<file path="src/rtl/keypad_events.sv">
// Keypad front end: per-key debounce on a sampled scan, press/release events into a show-ahead FIFO.
// Define KEYPAD_RELEASE_EVENTS_EN to queue release events as well as presses.
module keypad_events #(
    parameter int NUM_KEYS   = 16,
    parameter int INDEX_W    = 4,
    parameter int DEBOUNCE   = 3,
    parameter int FIFO_DEPTH = 4
) (
    input  logic                clk,
    input  logic                rst,
    input  logic                sample_en,
    input  logic [NUM_KEYS-1:0] keypad_matrix,
    input  logic                ev_ready,
    input  logic                overflow_clr,
    output logic [NUM_KEYS-1:0] keys_stable,
    output logic                any_pressed,
    output logic                ev_valid,
    output logic [INDEX_W-1:0]  ev_index,
    output logic                ev_press,
    output logic [INDEX_W-1:0]  last_index,
    output logic                overflow,
    output logic                busy
);

    localparam int CNT_W = $clog2(DEBOUNCE + 1);
    localparam int PTR_W = $clog2(FIFO_DEPTH);
    localparam logic [CNT_W-1:0]   CNT_LAST = CNT_W'(DEBOUNCE - 1);
    localparam logic [INDEX_W-1:0] KEY_LAST = INDEX_W'(NUM_KEYS - 1);

    typedef enum logic {IDLE, SCAN} state_t;

    typedef struct packed {
        logic [INDEX_W-1:0] index;
        logic               press;
    } event_t;

    state_t              state, state_next;
    logic                start;
    logic [INDEX_W-1:0]  scan_ptr;
    logic [NUM_KEYS-1:0] raw_cap;
    logic [CNT_W-1:0]    cnt [NUM_KEYS];

    event_t              fifo_mem [FIFO_DEPTH];
    logic [PTR_W:0]      wr_ptr, rd_ptr;
    event_t              head, new_ev;

    logic cur_raw, cur_stable, flip, push, pop, full, drop;

    always_ff @(posedge clk) begin
        if (rst) state <= IDLE;
        else     state <= state_next;
    end

    always_comb begin
        state_next = state;
        case (state)
            IDLE:    if (sample_en) state_next = SCAN;
            SCAN:    if (scan_ptr == KEY_LAST) state_next = IDLE;
            default: state_next = IDLE;
        endcase
    end

    always_comb begin
        start = 1'b0;
        busy  = 1'b0;
        case (state)
            IDLE:    start = sample_en;
            SCAN:    busy  = 1'b1;
            default: ;
        endcase
    end

    // The key under the scan pointer is the only one whose counter/level may change this cycle.
    assign cur_raw    = raw_cap[scan_ptr];
    assign cur_stable = keys_stable[scan_ptr];
    assign flip       = busy && (cur_raw != cur_stable) && (cnt[scan_ptr] == CNT_LAST);

`ifdef KEYPAD_RELEASE_EVENTS_EN
    assign push = flip;
`else
    assign push = flip && cur_raw;
`endif

    assign new_ev   = '{index: scan_ptr, press: cur_raw};
    assign ev_valid = (wr_ptr != rd_ptr);
    assign full     = (wr_ptr[PTR_W] != rd_ptr[PTR_W]) &&
                      (wr_ptr[PTR_W-1:0] == rd_ptr[PTR_W-1:0]);
    assign pop      = ev_valid && ev_ready;
    assign drop     = push && full && !pop;
    assign head     = fifo_mem[rd_ptr[PTR_W-1:0]];
    assign ev_index = ev_valid ? head.index : '0;

`ifdef KEYPAD_RELEASE_EVENTS_EN
    assign ev_press = ev_valid && head.press;
`else
    assign ev_press = ev_valid ? head.press : 1'b1;
`endif

    always_ff @(posedge clk) begin
        if (rst) begin
            scan_ptr    <= '0;
            raw_cap     <= '0;
            keys_stable <= '0;
            any_pressed <= 1'b0;
            wr_ptr      <= '0;
            rd_ptr      <= '0;
            overflow    <= 1'b0;
            last_index  <= '0;
            for (int i = 0; i < NUM_KEYS; i++) cnt[i] <= '0;
        end else begin
            any_pressed <= |keys_stable;

            if (start) begin
                raw_cap  <= keypad_matrix;
                scan_ptr <= '0;
            end else if (busy) begin
                scan_ptr <= scan_ptr + INDEX_W'(1);
            end

            if (busy) begin
                if (cur_raw == cur_stable) begin
                    cnt[scan_ptr] <= '0;
                end else if (flip) begin
                    cnt[scan_ptr]         <= '0;
                    keys_stable[scan_ptr] <= cur_raw;
                end else begin
                    cnt[scan_ptr] <= cnt[scan_ptr] + CNT_W'(1);
                end
            end

            // A press records its index even when the FIFO has no room for it.
            if (push && cur_raw) last_index <= scan_ptr;
            if (push && !drop)   wr_ptr     <= wr_ptr + (PTR_W+1)'(1);
            if (pop)             rd_ptr     <= rd_ptr + (PTR_W+1)'(1);

            if (drop)              overflow <= 1'b1;
            else if (overflow_clr) overflow <= 1'b0;
        end
    end

    // NOTE: the event storage is not reset; the pointers alone define which entries are live.
    always_ff @(posedge clk) begin
        if (!rst && push && !drop) fifo_mem[wr_ptr[PTR_W-1:0]] <= new_ev;
    end

endmodule

</file>
<file path="config.mk">
export PLATFORM = sky130hd
export DESIGN_NAME = keypad_events
export DESIGN_NICKNAME = d
export VERILOG_FILES = /design/src/rtl/keypad_events.sv
export SDC_FILE = /design/constraint.sdc
export NUM_CORES = 1
export LEC_CHECK = 0
export ABC_CLOCK_PERIOD_IN_PS = 5200
export CAP_MARGIN = 20
export CORE_ASPECT_RATIO = 1.2
export CORE_MARGIN = 2
export CORE_UTILIZATION = 55
export CTS_CLUSTER_DIAMETER = 40
export DETAILED_ROUTE_END_ITERATION = 16
export GPL_TIMING_DRIVEN = 0
export PLACE_DENSITY = 0.78
export SLEW_MARGIN = 0
export SYNTH_ARGS = -nofsm -noshare
export SYNTH_HDL_FRONTEND = slang
export SYNTH_SLANG_ARGS = --single-unit
</file>
<file path="constraint.sdc">
create_clock -name clk -period 5.2 [get_ports clk]
set_input_delay 1.3 -clock clk [delete_from_list [all_inputs] [get_ports clk]]
set_output_delay 1.3 -clock clk [all_outputs]
set_load 0.005 [all_outputs]
</file>
==> results of run 1 <==
where the power goes:
part | leakage [uW] | switching (uW) | total, uW | internal, uW
clock | 0.0000945 | 298 | 480 | 182
sequential | 0.000961 | 11.0 | 910 | 899
combinational | 0.000918 | 69.6 | 123 | 53.3
critical path: cells and delay by family (launching register included):
kind	cells	cell delay, ns
AND/OR/NAND/NOR	3	1.14
multiplexers	2	1.12
buffers and inverters	2	0.39
flip-flops	1	0.32
AO/OA/AOI/OAI	1	0.25
adder cells (fa/ha/maj)	1	0.23
flip-flops by register name, summed over array words and instances, names as in the netlist, named ones only:
register     flops
last_index       4
cnt             32
wr_ptr           3
rd_ptr           3
state            1
overflow         1
keys_stable     16
scan_ptr         4
raw_cap         16
any_pressed      1
fifo_mem        20
routing by layer:
metal / up-vias / share of wire, %
met1: 1734 / 39
met2: 161 / 51
met4: 0 / 3.1
met5: - / 0
li1: 1630 / -
met3: 30 / 6.7
cell usage in the layout (no fill, tap or decap), types with 2 or more instances in the layout:
cell type                         instances
sky130_fd_sc_hd__dfxtp_1                 55
sky130_fd_sc_hd__edfxtp_1                52
sky130_fd_sc_hd__clkdlybuf4s50_1         48
sky130_fd_sc_hd__nand2_1                 38
sky130_fd_sc_hd__nor2_1                  23
sky130_fd_sc_hd__nor3_1                  23
sky130_fd_sc_hd__mux4_2                  21
sky130_fd_sc_hd__a22o_1                  16
sky130_fd_sc_hd__clkbuf_1                15
sky130_fd_sc_hd__o21ai_0                 14
sky130_fd_sc_hd__a21oi_1                 13
sky130_fd_sc_hd__and3_1                  11
sky130_fd_sc_hd__ha_1                    10
sky130_fd_sc_hd__clkbuf_8                 9
sky130_fd_sc_hd__inv_1                    8
sky130_fd_sc_hd__xnor2_1                  8
sky130_fd_sc_hd__mux2i_1                  7
sky130_fd_sc_hd__nand3_1                  7
sky130_fd_sc_hd__and2_1                   7
sky130_fd_sc_hd__a211oi_1                 7
sky130_fd_sc_hd__nor4_1                   7
sky130_fd_sc_hd__buf_2                    6
sky130_fd_sc_hd__or3_1                    4
sky130_fd_sc_hd__nand2b_1                 4
sky130_fd_sc_hd__a32o_1                   4
sky130_fd_sc_hd__buf_1                    3
sky130_fd_sc_hd__xor2_1                   3
sky130_fd_sc_hd__a31oi_1                  3
sky130_fd_sc_hd__or2_2                    3
sky130_fd_sc_hd__inv_6                    3
sky130_fd_sc_hd__mux2_2                   2
sky130_fd_sc_hd__mux4_1                   2
sky130_fd_sc_hd__a41o_1                   2
worst min-delay path by stage:
stage	startpoint	endpoint	slack [ns]	cells past startpoint
floorplan	raw_cap[12]	raw_cap[12]	0.44	1
global placement	raw_cap[2]	raw_cap[2]	0.46	1
detailed placement	raw_cap[12]	raw_cap[12]	0.46	1
CTS	raw_cap[12]	raw_cap[12]	0.49	1
global route	raw_cap[9]	raw_cap[9]	0.51	1
finish	last_index[3]	last_index[3]	0.49	2
logic make-up after synthesis:
family,Yosys count,synth area share (%)
and+or+nand+nor,133,13.53
DFF,107,54.93
AOI/OAI and AO/OA,70,10.48
buffers and inverters,35,2.968
muxes,34,13.53
xor gates and xnor gates,11,1.988
adders and majority gates,10,2.581
layout make-up:
cell class / instances / area (um2) / share of cell area (%)
buffer: 26 / 110.1 / 1.947
clock buffer: 9 / 123.9 / 2.191
clock inverter: 7 / 56.30 / 0.9958
inverter: 9 / 33.78 / 0.5975
multi-input combinational: 258 / 2041 / 36.09
sequential: 107 / 2663 / 47.09
tap: 117 / 146.4 / 2.589
timing repair buffer: 48 / 480.5 / 8.497
per-stage QoR:
step | instance area, um2 | setup slack [ns]
after detailed placement | 5474 | 1.359
after floorplan | 4847 | 2.002
final | 5654 | 1.368
after global routing | 5654 | 1.078
after global placement | 5474 | 1.418
after CTS | 5654 | 1.337
==> out/summary.txt, run 1 <==
=================================================================================
Result of the run                                                    complete, no violations
Drt initial violations                                                        390
Maximum number of pins on one net before global-route repair                   20
Met1 GRT Util                                                              29.76%
Global Route Usage Sum                                                     25.07%
Crit end category                                                        register
Portion of synthesized cell area occupied by the leading cell type         32.21%
Chain of cells forming the critical path                             buf_2 > mux4_2 > mux4_2 > inv_1 > ha_1 > nand2_1 > nor3_4 > a32oi_2 > nor3_1
Hold_buf cts                                                                    0
Path category of the worst min-delay check                             reg -> reg
Capturing instance or port of the critical path                      fifo_mem[3][2]
Category of the most critical setup path                               reg -> reg
Pwr/cell area                                                        267.6 mW/mm2
Clock Pin Slew Worst Setup and Hold Paths                                 0.11 ns
GR peak layer                                                                met2
Met2 track utilization from global routing                                 43.34%
Core box area                                                        0.008564 mm2
Max-Cap Viols                                                                   0
CTS root buf                                                         sky130_fd_sc_hd__clkbuf_8
Clock latency reported for the late side of the worst-skew pair           0.38 ns
Reg-to-reg endpoint                                                  fifo_mem[3][2]
Unrepaired setup endpoints after global routing                                no
Total leakage power                                                   0.001974 uW
Largest stage delay, worst path                                           0.66 ns
Final Core Density                                                         66.02%
Number of buffers on the longest clock path                                     2
Tightest hold margin                                                    0.4872 ns
Global placer's final weighted congestion                                  0.9520
Cell type with the highest occurrence count on the critical path     sky130_fd_sc_hd__mux4_2
Filler Cells Inserted                                                         625
Post-route clock period utilization                                        73.68%
Post-cts repair resize count                                                    0
Post-Synthesis Mean Instance Area                                       12.12 um2
Final setup violation count                                                     0
Data required time at the worst endpoint                                  5.22 ns
Count of pins on the block boundary                                            50
Remaining routing DRC violations                                                0
Number of cells produced by synthesis                                         400
Top cell type by total area after synthesis                          sky130_fd_sc_hd__edfxtp_1
Number of H-tree branching levels                                               3
Num Clock Sinks                                                               107
CTS tree                                                                     done
Count of inserted antenna diode cells                                           0
Synth Cell Area                                                      0.004847 mm2
Cell variety after synth                                                       52
Number of enable-type register cells in the synthesized netlist                52
Post-synth ARST share                                                          0%
Total power draw                                                          1513 uW
GRT overflow                                                                    0
Number of nets with antenna violations after detailed routing                   0
Count leader, synth                                                  sky130_fd_sc_hd__dfxtp_1
Area enclosed by the die boundary                                    0.009584 mm2
Average wire per cell in the routed design                               19.77 um
Area added between synthesis and finish                                    16.65%
First-pass GRT wire length                                               18.54 mm
Worst-case register-to-register setup slack                               1.37 ns
Post-Synthesis Net Count                                                      431
Count of nets after finishing                                                 490
Leading cell types by count after synthesis                          55 x sky130_fd_sc_hd__dfxtp_1, 52 x sky130_fd_sc_hd__edfxtp_1, 38 x sky130_fd_sc_hd__nand2_1, 23 x sky130_fd_sc_hd__nor2_1, 23 x sky130_fd_sc_hd__nor3_1
Worst IR Drop VDD                                                     0.0002051 V
Fraction of met3 tracks used by global routing                             4.287%
Number of hold violations in the final report                                   0
Die X                                                                    89.70 um
Worst-path cell with the longest stage delay                         sky130_fd_sc_hd__nor3_1
Fraction of the yosys area taken by sequential cells                       54.93%
Port Buffer Count                                                              48
Via count of the first global-routing pass                                  3,608
Synth area leaders                                                   sky130_fd_sc_hd__edfxtp_1 32%, sky130_fd_sc_hd__dfxtp_1 23%, sky130_fd_sc_hd__mux4_2 9.8%
Max-slew violation count                                                        0
Slew of the pin with the lowest slew margin                             0.8337 ns
Via count                                                                   3,555
Setup Skew                                                             0.01160 ns
Starting density of the core                                               56.60%
Number of standard cells in the layout, taps in and fillers out               581
Initial DRT Pass Iterations                                                     5
Max Freq                                                                261.0 MHz
Sum of routed wire length over all layers                                11.49 mm
Critical path arrival                                                     3.85 ns
Die boundary height                                                      106.8 um
Placed wire-length estimate after detailed placement                     8.430 mm
Total negative setup slack                                                   0 ns
Core Rows                                                                      37
Via/cell ratio                                                              6.119
Worst slew slack as a fraction of its limit                                43.90%
Fraction of layout cells with a size suffix above 1                        11.85%
Cells after DPL                                                               565
Minimum clock period after layout                                        3.832 ns
Flip-flop and latch count after synthesis                                     107
Max FO, Critical Path                                                           8
Antenna violations before repair                                                0
Post-CTS Setup Repair Bufs                                                      0
Category of the worst setup path launch point                            register
Number of CTS-inserted buffers                                                  9
Reg2Reg Depth                                                                   9
Top flip-flop cell by instance count after synthesis                 sky130_fd_sc_hd__dfxtp_1
Yosys warns                                                                     0
=================================================================================
Note: power is estimated with default switching activity, not from simulation.
==> inputs of run 2 (changes only) <==
- ABC_CLOCK_PERIOD_IN_PS: 5200 -> 3700
- clock period: 5.2 -> 3.7 ns (I/O delays scaled with it)
==> out/summary.txt, run 2 (same netlist as run 1, synthesis figures left out) <==
===============================================================================
Result of the run                                                  complete, no violations
Core box area                                                      0.008564 mm2
Worst path bufs/invs                                                          2
Number of buffers on the longest clock path                                   2
Number of hold violations in the final report                                 0
Top Family by Delay on Critical Path                               multiplexers
Drt initial violations                                                      369
Worst slew slack as a fraction of its limit                              52.30%
Sequential standard cell area                                      0.002663 mm2
Clock Pin Slew Worst Setup and Hold Paths                               0.11 ns
Port Buffer Count                                                            48
CTS tree                                                                   done
Max Freq                                                              287.4 MHz
Num Clock Sinks                                                             107
WHS Path Cells                                                                1
Worst IR Drop VDD                                                   0.0002877 V
Via count of the first global-routing pass                                3,621
Maximum number of pins on one net before global-route repair                 20
Unrepaired setup endpoints after global routing                              no
Sum of routed wire length over all layers                              11.49 mm
Most used cells in the layout excluding fill and tap cells         55 x sky130_fd_sc_hd__dfxtp_1, 52 x sky130_fd_sc_hd__edfxtp_1, 48 x sky130_fd_sc_hd__clkdlybuf4s50_1, 38 x sky130_fd_sc_hd__nand2_1
Count of pins on the block boundary                                          50
Antenna violations before repair                                              0
Hold worst-path end                                                 raw_cap[12]
Global placer's final weighted congestion                                0.9520
First-pass GRT wire length                                             18.55 mm
Cells after DPL                                                             565
Total leakage power                                                 0.001995 uW
Number of standard cells in the layout, taps in and fillers out             582
Final Core Density                                                       66.49%
Max FO, Critical Path                                                         8
Largest register FFs                                                         32
Die boundary height                                                    106.8 um
Pwr/cell area                                                      373.9 mW/mm2
Total negative setup slack                                                 0 ns
Largest stage delay, worst path                                         0.57 ns
Global Route Usage Sum                                                   25.07%
GRT overflow                                                                  0
Count of nets after finishing                                               491
Filler Cells Inserted                                                       619
Post-route clock period utilization                                      94.04%
Number of nets with antenna violations after detailed routing                 0
Worst-case register-to-register setup slack                             0.22 ns
Area added between synthesis and finish                                  17.48%
Starting density of the core                                             56.60%
Crit end category                                                      register
Worst-path cell with the longest stage delay                       sky130_fd_sc_hd__mux4_2
Slew of the pin with the lowest slew margin                           0.7101 ns
Cell type with the highest occurrence count on the critical path   sky130_fd_sc_hd__mux4_2
Setup Skew                                                           0.01159 ns
Via count                                                                 3,583
Number of CTS-inserted buffers                                                9
CTS root buf                                                       sky130_fd_sc_hd__clkbuf_8
Area used by multi-input combinational logic                       0.002071 mm2
Largest register by flop count                                              cnt
Hold_buf cts                                                                  0
Max-slew violation count                                                      0
Max-Cap Viols                                                                 0
Remaining routing DRC violations                                              0
Initial DRT Pass Iterations                                                   6
Average wire per cell in the routed design                             19.75 um
Critical path arrival                                                   3.57 ns
Placed wire-length estimate after detailed placement                   8.430 mm
Data required time at the worst endpoint                                3.79 ns
Via/cell ratio                                                            6.156
Category of the most critical setup path                             reg -> reg
Die X                                                                  89.70 um
Count of inserted antenna diode cells                                         0
Source of the worst hold timing path                                raw_cap[12]
Reg-to-reg endpoint                                                fifo_mem[0][2]
Chain of cells forming the critical path                           clkbuf_4 > mux4_2 > mux4_2 > inv_1 > ha_1 > nand2_1 > nor3_4 > a32oi_2 > nor2_2 > and2_2
Category of the worst setup path launch point                          register
Core Rows                                                                    37
Path category of the worst min-delay check                           reg -> reg
Clock latency reported for the late side of the worst-skew pair         0.39 ns
Fraction of layout cells with a size suffix above 1                      13.55%
Minimum clock period after layout                                      3.479 ns
Area enclosed by the die boundary                                  0.009584 mm2
Most common library cell in the layout ignoring fill and taps      sky130_fd_sc_hd__dfxtp_1
Final setup violation count                                                   0
Number of H-tree branching levels                                             3
Reg2Reg Depth                                                                10
===============================================================================
==> run 2: changes by cell type in the layout (fill, tap and decap cells not counted), sizes merged <==
cell and change:
clkbuf +1
==> run 2: layout make-up <==
cell class                 instances  share of cell area (%)
sequential                       107                   46.76
multi-input combinational        258                   36.37
timing repair buffer              49                   8.570
tap                              117                   2.571
clock buffer                       9                   2.175
buffer                            26                   1.978
clock inverter                     7                  0.9888
inverter                           9                  0.5933
==> run 2: worst reg2reg max path: stages, from the launching register on <==
cell	delay, ns
sky130_fd_sc_hd__dfxtp_1	0.32
sky130_fd_sc_hd__clkbuf_4	0.23
sky130_fd_sc_hd__mux4_2	0.54
sky130_fd_sc_hd__mux4_2	0.57
sky130_fd_sc_hd__inv_1	0.12
sky130_fd_sc_hd__ha_1	0.23
sky130_fd_sc_hd__nand2_1	0.21
sky130_fd_sc_hd__nor3_4	0.27
sky130_fd_sc_hd__a32oi_2	0.26
sky130_fd_sc_hd__nor2_2	0.17
sky130_fd_sc_hd__and2_2	0.26
==> run 2: layer usage <==
layer | wire length [um] | GRT usage (%) | up-vias | part of all wire (%)
li1 | - | - | 1639 | -
met1 | 4526 | 29.61 | 1719 | 39
met3 | 705 | 4.287 | 39 | 6.1
met4 | 407 | 14.62 | 0 | 3.5
met5 | 0 | 0 | - | 0
met2 | 5853 | 43.51 | 186 | 51
==> run 2: worst max-delay path by stage <==
stage,slack (ns),to,start,cells after the start
floorplan,0.50,fifo_mem[3][0],register,9
global placement,-0.08,fifo_mem[3][1],register,9
detailed placement,-0.14,fifo_mem[3][2],register,9
CTS,0.02,fifo_mem[0][2],register,10
global route,0.01,fifo_mem[0][2],register,10
finish,0.22,fifo_mem[0][2],register,10
==> run 2: repair_timing <==
action / 4_1_cts / 5_1_grt
setup endpoints to repair: 5 / 24
pin swaps: 0 / 1
cloned: 0 / 0
setup buffers: 0 / 1
resized for setup: 1 / 8
==> run 2: power by group <==
group	total [uW]	switching, uW	internal (uW)
Sequential	1280	15.6	1260
Clock	676	420	256
Combinational	174	98.4	75.6
==> run 2: through the flow <==
step           cell area [um2]  hold slack, ns  setup WS, ns  total power [uW]
5_1_grt                   5694          0.5060       0.01242              2185
3_3_place_gp              5474          0.4568      -0.08231              1470
6_report                  5694          0.4929        0.2206              2129
4_1_cts                   5659          0.4906       0.01580              2128
2_1_floorplan             4847          0.4437        0.5019              1408
3_5_place_dp              5474          0.4649       -0.1414              1476
